$ cat src/rtl/inter_tx_scheduler_pkg.sv
// Shared interboard definitions: message layout, message-type codes and the
// transmit sequencer states.
package inter_tx_scheduler_pkg;

  localparam int MSG_TYPE_W = 3;
  localparam int MSG_NUM_W  = 5;
  localparam int MSG_W      = MSG_TYPE_W + MSG_NUM_W;

  typedef enum logic [MSG_TYPE_W-1:0] {
    MSG_NONE  = 3'd0,
    MSG_START = 3'd1,
    MSG_MOVE  = 3'd2,
    MSG_LINE  = 3'd3,
    MSG_WIN   = 3'd4,
    MSG_ACK   = 3'd5,
    MSG_RESET = 3'd6,
    MSG_RSVD  = 3'd7
  } msg_type_e;

  typedef struct packed {
    logic [MSG_TYPE_W-1:0] msg_type;
    logic [MSG_NUM_W-1:0]  number;
  } msg_t;

  typedef enum logic [1:0] {
    ST_IDLE      = 2'd0,
    ST_WAIT_LOW  = 2'd1,
    ST_WAIT_HIGH = 2'd2
  } seq_state_e;

  function automatic msg_t pack_msg(input logic [MSG_TYPE_W-1:0] msg_type,
                                    input logic [MSG_NUM_W-1:0]  number);
    msg_t m;
    m.msg_type = msg_type;
    m.number   = number;
    return m;
  endfunction

endpackage

$ cat src/rtl/inter_tx_scheduler_msg_fifo.sv
// Outgoing message FIFO: power-of-two depth, head visible combinationally,
// synchronous flush clears pointers and occupancy.
module msg_fifo #(
  parameter int WIDTH = 8,
  parameter int DEPTH = 4
) (
  input  logic                     clk,
  input  logic                     flush,
  input  logic                     push,
  input  logic [WIDTH-1:0]         push_data,
  input  logic                     pop,
  output logic [WIDTH-1:0]         head,
  output logic [$clog2(DEPTH):0]   count,
  output logic                     full,
  output logic                     empty
);
  localparam int AW = $clog2(DEPTH);
  localparam logic [AW:0] FULL_CNT = (AW+1)'(DEPTH);

  logic [WIDTH-1:0] mem_q [DEPTH];
  logic [WIDTH-1:0] mem_d [DEPTH];
  logic [AW-1:0]    wr_ptr_q, wr_ptr_d, rd_ptr_q, rd_ptr_d;
  logic [AW:0]      count_q, count_d;
  logic             do_push, do_pop;

  assign full  = (count_q == FULL_CNT);
  assign empty = (count_q == '0);
  assign count = count_q;
  assign head  = mem_q[rd_ptr_q];

  always_comb begin
    do_push  = push && !full;
    do_pop   = pop && !empty;
    mem_d    = mem_q;
    wr_ptr_d = wr_ptr_q;
    rd_ptr_d = rd_ptr_q;
    count_d  = count_q;
    if (do_push) begin
      mem_d[wr_ptr_q] = push_data;
      wr_ptr_d        = wr_ptr_q + 1'b1;
    end
    if (do_pop) rd_ptr_d = rd_ptr_q + 1'b1;
    case ({do_push, do_pop})
      2'b10:   count_d = count_q + 1'b1;
      2'b01:   count_d = count_q - 1'b1;
      default: count_d = count_q;
    endcase
  end

  always_ff @(posedge clk) begin
    if (flush) begin
      wr_ptr_q <= '0;
      rd_ptr_q <= '0;
      count_q  <= '0;
    end else begin
      wr_ptr_q <= wr_ptr_d;
      rd_ptr_q <= rd_ptr_d;
      count_q  <= count_d;
    end
  end

  // Storage is never reset; occupancy alone decides what is valid.
  always_ff @(posedge clk) begin
    mem_q <= mem_d;
  end

endmodule

$ cat src/rtl/inter_tx_scheduler.sv
// Inter-board transmit scheduler: round-robin arbitration of two requesters
// into a message FIFO, drained one message per link handshake.
import inter_tx_scheduler_pkg::*;

module inter_tx_scheduler #(
  parameter int DEPTH       = 4,
  parameter int LOW_TIMEOUT = 8
) (
  input  logic                     clk,
  input  logic                     rst,
  input  logic                     interboard_rst,
  input  logic                     req0_valid,
  input  logic [2:0]               req0_msg_type,
  input  logic [4:0]               req0_number,
  output logic                     req0_ready,
  input  logic                     req1_valid,
  input  logic [2:0]               req1_msg_type,
  input  logic [4:0]               req1_number,
  output logic                     req1_ready,
  input  logic                     inter_ready,
  output logic                     transmit,
  output logic                     ctrl_en,
  output logic [2:0]               ctrl_msg_type,
  output logic [4:0]               ctrl_number,
  output logic [$clog2(DEPTH):0]   fifo_count,
  output logic                     busy
);
  localparam int TW = $clog2(LOW_TIMEOUT + 1);
  localparam logic [TW-1:0] TMR_LAST = TW'(LOW_TIMEOUT - 1);

  logic       flush, fifo_full, fifo_empty, push, tx;
  logic       grant0, grant1;
  logic       last1_q, last1_d;
  msg_t       push_msg, head_msg, ctrl_q, ctrl_d;
  seq_state_e state_q, state_d;
  logic [TW-1:0] tmr_q, tmr_d;

  assign flush = rst || interboard_rst;

  // Round-robin: last1_q set means req1 won the most recent accepted push.
  always_comb begin
    grant0     = req0_valid && (!req1_valid || last1_q);
    grant1     = req1_valid && (!req0_valid || !last1_q);
    req0_ready = grant0 && !fifo_full && !flush;
    req1_ready = grant1 && !fifo_full && !flush;
    push       = req0_ready || req1_ready;
    push_msg   = req1_ready ? pack_msg(req1_msg_type, req1_number)
                            : pack_msg(req0_msg_type, req0_number);
    last1_d    = push ? req1_ready : last1_q;
  end

  msg_fifo #(
    .WIDTH (MSG_W),
    .DEPTH (DEPTH)
  ) u_fifo (
    .clk       (clk),
    .flush     (flush),
    .push      (push),
    .push_data (push_msg),
    .pop       (tx),
    .head      (head_msg),
    .count     (fifo_count),
    .full      (fifo_full),
    .empty     (fifo_empty)
  );

  always_ff @(posedge clk) begin
    if (flush) begin
      state_q <= ST_IDLE;
      tmr_q   <= '0;
      last1_q <= 1'b1;
      ctrl_q  <= '0;
    end else begin
      state_q <= state_d;
      tmr_q   <= tmr_d;
      last1_q <= last1_d;
      ctrl_q  <= ctrl_d;
    end
  end

  always_comb begin
    state_d = state_q;
    tmr_d   = tmr_q;
    case (state_q)
      ST_IDLE: begin
        if (tx) begin
          state_d = ST_WAIT_LOW;
          tmr_d   = '0;
        end
      end
      ST_WAIT_LOW: begin
        if (!inter_ready)          state_d = ST_WAIT_HIGH;
        else if (tmr_q == TMR_LAST) state_d = ST_IDLE;
        else                        tmr_d   = tmr_q + 1'b1;
      end
      ST_WAIT_HIGH: begin
        if (inter_ready) state_d = ST_IDLE;
      end
      default: state_d = ST_IDLE;
    endcase
  end

  // Link command fields hold their last transmitted value between pulses.
  always_comb begin
    tx            = (state_q == ST_IDLE) && !fifo_empty && inter_ready && !flush;
    ctrl_d        = tx ? head_msg : ctrl_q;
    transmit      = tx;
    ctrl_en       = tx;
    ctrl_msg_type = flush ? '0 : ctrl_d.msg_type;
    ctrl_number   = flush ? '0 : ctrl_d.number;
    busy          = !fifo_empty || (state_q != ST_IDLE);
  end

endmodule

$ cat config.mk
export PLATFORM = sky130hd
export DESIGN_NAME = inter_tx_scheduler
export DESIGN_NICKNAME = d
export VERILOG_FILES = /design/src/rtl/inter_tx_scheduler_pkg.sv /design/src/rtl/inter_tx_scheduler_msg_fifo.sv /design/src/rtl/inter_tx_scheduler.sv
export SDC_FILE = /design/constraint.sdc
export NUM_CORES = 1
export LEC_CHECK = 0
export CORE_MARGIN = 2
export CORE_UTILIZATION = 30
export CTS_CLUSTER_SIZE = 24
export DETAILED_ROUTE_END_ITERATION = 6
export PLACE_DENSITY = 0.5
export REMOVE_ABC_BUFFERS = 1
export SLEW_MARGIN = 20
export SYNTH_ARGS = -nofsm -noshare
export SYNTH_HDL_FRONTEND = slang
export SYNTH_SLANG_ARGS = --single-unit
$ cat constraint.sdc
create_clock -name clk -period 4.05 [get_ports clk]
set_input_delay 0.81 -clock clk [delete_from_list [all_inputs] [get_ports clk]]
set_output_delay 0.81 -clock clk [all_outputs]
set_load 0.005 [all_outputs]
Word-level counts from Yosys, hierarchy flattened
Cells that the tools add are included.

cells by class
  mux-type cells = 20
  reductions and logical operators = 30
  add/subtract/negate cells = 5
  magnitude comparators = 3
  equality and inequality tests = 11
  bitwise operators = 2

operators by type and width
  kind                   count
  $mux W8                5
  $bwmux W32             1
  $bmux W8 S2            1
  $demux W8 S2           1
  $logic_and A1 B1 Y1    12
  $mux W4                3
  $mux W2                4
  $pmux W4 S2            1
  $ge A3 B3 Y1 const B   2
  $logic_not A1 Y1       6
  $ne A2 B2 Y1 const B   3
  $not A2 Y3             2
  $pmux W2 S3            1
  $pmux W3 S2            1
  $reduce_bool A2 Y1     3
  $logic_or A1 B1 Y1     5
  $mux W5                1
  $add A2 B1 Y2 const B  2
  $add A4 B1 Y4 const B  1
  $eq A2 B1 Y1 const B   2
  $eq A2 B2 Y1 const B   2
  $eq A4 B3 Y1 const B   1
  $reduce_and A4 Y1      1
  $add A3 B1 Y3 const B  1
  9 further kinds        9

word-level totals
  flip-flop bits (word level) = 54
  output and inout bits = 16
  word-level logic and storage cells = 83
  bits of input ports = 22

Logic depth before layout (Yosys ltp)
  word-level depth = 9
  depth in mapped cells = 11
  gate-level depth less buffers = 9

Cells and area by module
Synthesis repeated with hierarchy kept, for this count alone.

second synthesis, totals
  cells, all modules = 194
  area total of the unflattened synthesis = 2429.8 µm²

by module, submodules not included
  module              instances  cells each  area an instance (µm²)  seq. area each (µm²)
  msg_fifo            1          92          1586.5                  1101.1
  inter_tx_scheduler  1          102         843.3                   300.3

Worst setup path before layout
Ideal clock, no wire load.

  path kind = in2reg
  start point = input inter_ready
  end point = register u_fifo.count_q[2] (netlist: u_fifo.count[2])
  path slack = 1.292 ns
  stages on the path = 9
  data required time = 3.980 ns
  arrival time = 2.688 ns
  library setup time = 0.070 ns
  buffers on the path = 1
  cell sequence = or3b_4 > buf_2 > nor3_1 > ha_1 > inv_1 > fa_1 > xor2_1 > or3_1 > a21oi_1

between the ends
  cells in the longest elaborated chain, start to end = 5
  elaborated cells between the ends (all ways) = 7
  classes of those cells = eq/ne (2); mux (1); reduce/logical (4)

RTL lines
  item                                               line                               source
  start: declaration                                 inter_tx_scheduler.sv:20           input logic inter_ready,
  $logic_and A1 B1 Y1 * (2 in series)                inter_tx_scheduler.sv:105          tx = (state_q == ST_IDLE) && !fifo_empty && inter_ready && !flush;
  $logic_and A1 B1 Y1 *                              inter_tx_scheduler_msg_fifo.sv:33  do_pop = pop && !empty;
  net u_fifo.do_pop                                  inter_tx_scheduler_msg_fifo.sv:24  logic do_push, do_pop;
  $eq A2 B1 Y1 or $eq A2 B2 Y1 (tied branches)       inter_tx_scheduler_msg_fifo.sv:43  case ({do_push, do_pop})
  $pmux W3 S2 or $reduce_bool A2 Y1 (tied branches)  n/a
  end signal: assignment                             inter_tx_scheduler_msg_fifo.sv:58  count_q <= count_d;
  end: declaration                                   inter_tx_scheduler_msg_fifo.sv:23  logic [AW:0] count_q, count_d;

Mark *: on every way through the listed nets, which the timed path passes. The rest lies on a longest branch.
A chain may end at the register's enable or synchronous reset.

Worst setup path in the final report
  start point = input inter_ready
  end point = output ctrl_number[4]

between the ends
  cells in the longest elaborated chain, start to end = 4

RTL lines
  item                               line                       source
  $logic_and A1 B1 Y1 (2 in series)  inter_tx_scheduler.sv:105
  $mux W8                            inter_tx_scheduler.sv:106  ctrl_d = tx ? head_msg : ctrl_q;
  $mux W5                            inter_tx_scheduler.sv:110  ctrl_number = flush ? '0 : ctrl_d.number;
  end: declaration                   inter_tx_scheduler.sv:24   output logic [4:0] ctrl_number,

Every way passes these cells.

==> metrics.md <==
| Metric | Value |
|---|---|
| Result of the run | finished clean |
| CTS tree | done |
| Pwr dens | 331 nW/µm² |
| Combinational share of power | 7.9% |
| TritonCTS Buffers | 5 |
| # hold bufs at CTS | 0 |
| Vias in the first global route | 1,543 |
| Share of the clock period used by the worst path | 86.0% |
| Complex-gate fraction of the synthesized area | 9.96% |
| Starting Density | 31.2% |
| GP Congestion | 0.692 |
| Clock sink total | 54 |
| Fmax | 287 MHz |
| Reg clk slew, reported paths | 0.11 ns |
| First-pass GRT wire length | 7860 µm |
| FFs w/ async S/R, synth | 0% |
| Multiplexer share of the synthesized area | 11.9% |
| Drt first-iter violations | 43 |
| Synth top area cells | edfxtp_1, dfxtp_1, mux4_2 |
| Worst-margin pin slew | 0.612 ns |
| Setup violators final | 0 |
| Netlist cell types | 46 |
| Sw Pwr | 0.233 mW |
| Clock Latency Late Sink | 0.31 ns |
| Synthesized instance count | 191 |
| Sequential element share of the synthesized area | 57.5% |
| Overall routing resource usage | 11.3% |
| PortBufs | 37 |
| Hold Fails Final Rpt | 0 |
| Hold Path Stages | 2 |
| Area leader, netlist | edfxtp_1 |
| Post-CTS Setup Inserts | 0 |
| Reg2Reg Depth | 9 |
| Post-Route WL | 4590 µm |
| Row Count | 32 |
| Core area | 7810 µm² |
| Top_reg_cell synth | edfxtp_1 |
| Post-CTS resize count | 0 |
| Antenna violations before repair | 0 |
| Die ar. | 8860 µm² |
| Routed Antenna Nets | 0 |
| Internal | 0.760 mW |
| Post-synthesis xor/xnor area fraction | 1.08% |
| Synthesized area | 2440 µm² |
| Post-DR vias/cell | 4.72 |
| Longest Clk Path Bufs | 2 |
| CP Max Fanout | 14 |
| Wire per inst | 13.9 µm |
| Drt drc | 0 |
| Critical Path AT | 2.67 ns |
| Post-Synth Simple-Gate Area | 12.3% |
| Proportion of layout cells with a drive suffix above 1 | 16.7% |
| Pwr Total | 0.992 mW |
| Root buf cell | clkbuf_8 |
| Leakage Power | 0.969 nW |
| Sw Ratio | 23.4% |
| Required time worst endpoint | 3.24 ns |
| Max cap viols | 0 |
| # fillers | 768 |
| Area added between synthesis and finish | 23.2% |
| Max IR drop VDD | 148 µV |
| Slew headroom | 59.1% |
| Hold crit path type | flip-flop to flip-flop |
| Period minus WS final | 3.48 ns |
| Largest net degree at the start of global routing | 30 |
| Most frequent cells in the layout | clkdlybuf4s50_1, edfxtp_1, dfxtp_1 |
| Largest family of logic cells by synthesized area | simple AND/OR/NAND/NOR gates |
| Yosys top cell area share | 39.4% |
| Die width | 94.1 µm |
| RSZ-0062 raised after global routing | false |
| Average size of a mapped cell | 12.8 µm² |
| CP Launch Type | input port |
| Max-slew violation count | 0 |
| Overflow left after global routing | 0 |
| Adder-Cell Fraction of Synth Area | 3.90% |
| Yosys reg bits | 54 |
| Reg power frac | 60.0% |
| Ant. Diodes | 0 |
| Layout Skew | 0.00720 ns |
| Via count | 1,558 |
| Num ports | 38 |
| Clock power frac | 32.2% |
| Post-DP HPWL | 3170 µm |
| Setup TNS Final | 0 ns |
| Drt pass-1 iters | 4 |
| Setup CP Type | input port to output port |
| Die height | 94.1 µm |
| H-tree levels | 2 |
| Nets@finish | 256 |
| CP endpoint kind | output port |
| Post-synth EDFFs | 32 |
| Yosys Warn Count | 0 |
| Commonest non-fill, non-tap cell in the layout | clkdlybuf4s50_1 |
-- layout make-up --
cell class / instances / area [µm²] / area share, %
timing repair buffer: 40 / 393 / 13.1
clock buffer: 5 / 68.8 / 2.29
tap: 102 / 128 / 4.25
multi-input combinational: 118 / 953 / 31.8
clock inverter: 3 / 26.3 / 0.876
sequential: 54 / 1400 / 46.7
inverter: 8 / 30.0 / 1.00
-- synthesized netlist by cell type (3+ instances only) --
| cell type | number |
|---|---|
| mux4_2 | 8 |
| or3_1 | 3 |
| mux2_2 | 8 |
| and2_1 | 4 |
| edfxtp_1 | 32 |
| clkbuf_1 | 4 |
| nand3_1 | 13 |
| ha_1 | 6 |
| dfxtp_1 | 22 |
| o21ai_0 | 10 |
| buf_2 | 4 |
| inv_1 | 8 |
| nor2_1 | 5 |
| nor3_1 | 4 |
| a21oi_1 | 21 |
| nand2_1 | 3 |
-- flip-flops by register name, summed over array words and instances, names as in the netlist --
register         flops
tmr_q                4
u_fifo.count         3
ctrl_q               8
state_q              2
u_fifo.rd_ptr_q      2
u_fifo.mem_q        32
last1_q              1
u_fifo.wr_ptr_q      2
-- worst max-delay path, cell delays in order --
cell             delay, ns
clkdlybuf4s50_1       0.56
or3b_4                0.49
o21ai_0               0.23
a21oi_1               0.10
clkdlybuf4s50_1       0.48
-- power by group through the flow --
stage | clock network (mW) | logic [mW] | registers (mW)
floorplan | 0 | 0.0389 | 0.607
global placement | 0 | 0.0780 | 0.608
detailed placement | 0 | 0.0789 | 0.608
CTS | 0.328 | 0.0794 | 0.595
global route | 0.354 | 0.0869 | 0.596
finish | 0.319 | 0.0780 | 0.595
-- logic make-up after synthesis --
kind of cell	after synthesis
flops	54
simple gates	50
compound gates	40
buf+inv	19
mux	18
fa+ha+maj	7
xor+xnor	3
-- layer usage --
metal / global-route usage (%) / wire (µm)
met5: 0 / 0
met4: 3.50 / 48
met3: 2.81 / 153
met2: 17.2 / 2060
met1: 15.9 / 2330
-- metrics by stage --
stage / cells / instance area [µm²] / setup WS [ns] / hold WS [ns] / utilization, %
6_report: 330 / 3000 / 0.565 / 0.508 / 38.4
3_3_place_gp: 322 / 2910 / 0.582 / 0.475 / 37.2
4_1_cts: 330 / 3000 / 0.562 / 0.502 / 38.4
2_1_floorplan: 180 / 2380 / 1.36 / 0.455 / -
5_1_grt: 330 / 3000 / 0.405 / 0.532 / 38.4
3_5_place_dp: 322 / 2910 / 0.583 / 0.488 / 37.2
-- worst paths after layout --
kind / startpoint / to / slack (ns)
worst max register to register: u_fifo.count[2] / u_fifo.count[2] / 1.54
worst min register to register: ctrl_q[7] / ctrl_q[7] / 0.51
worst min-delay path: ctrl_q[7] / ctrl_q[7] / 0.51
worst max-delay path: inter_ready / ctrl_number[4] / 0.57
Note: power is estimated with default switching activity, not from simulation.
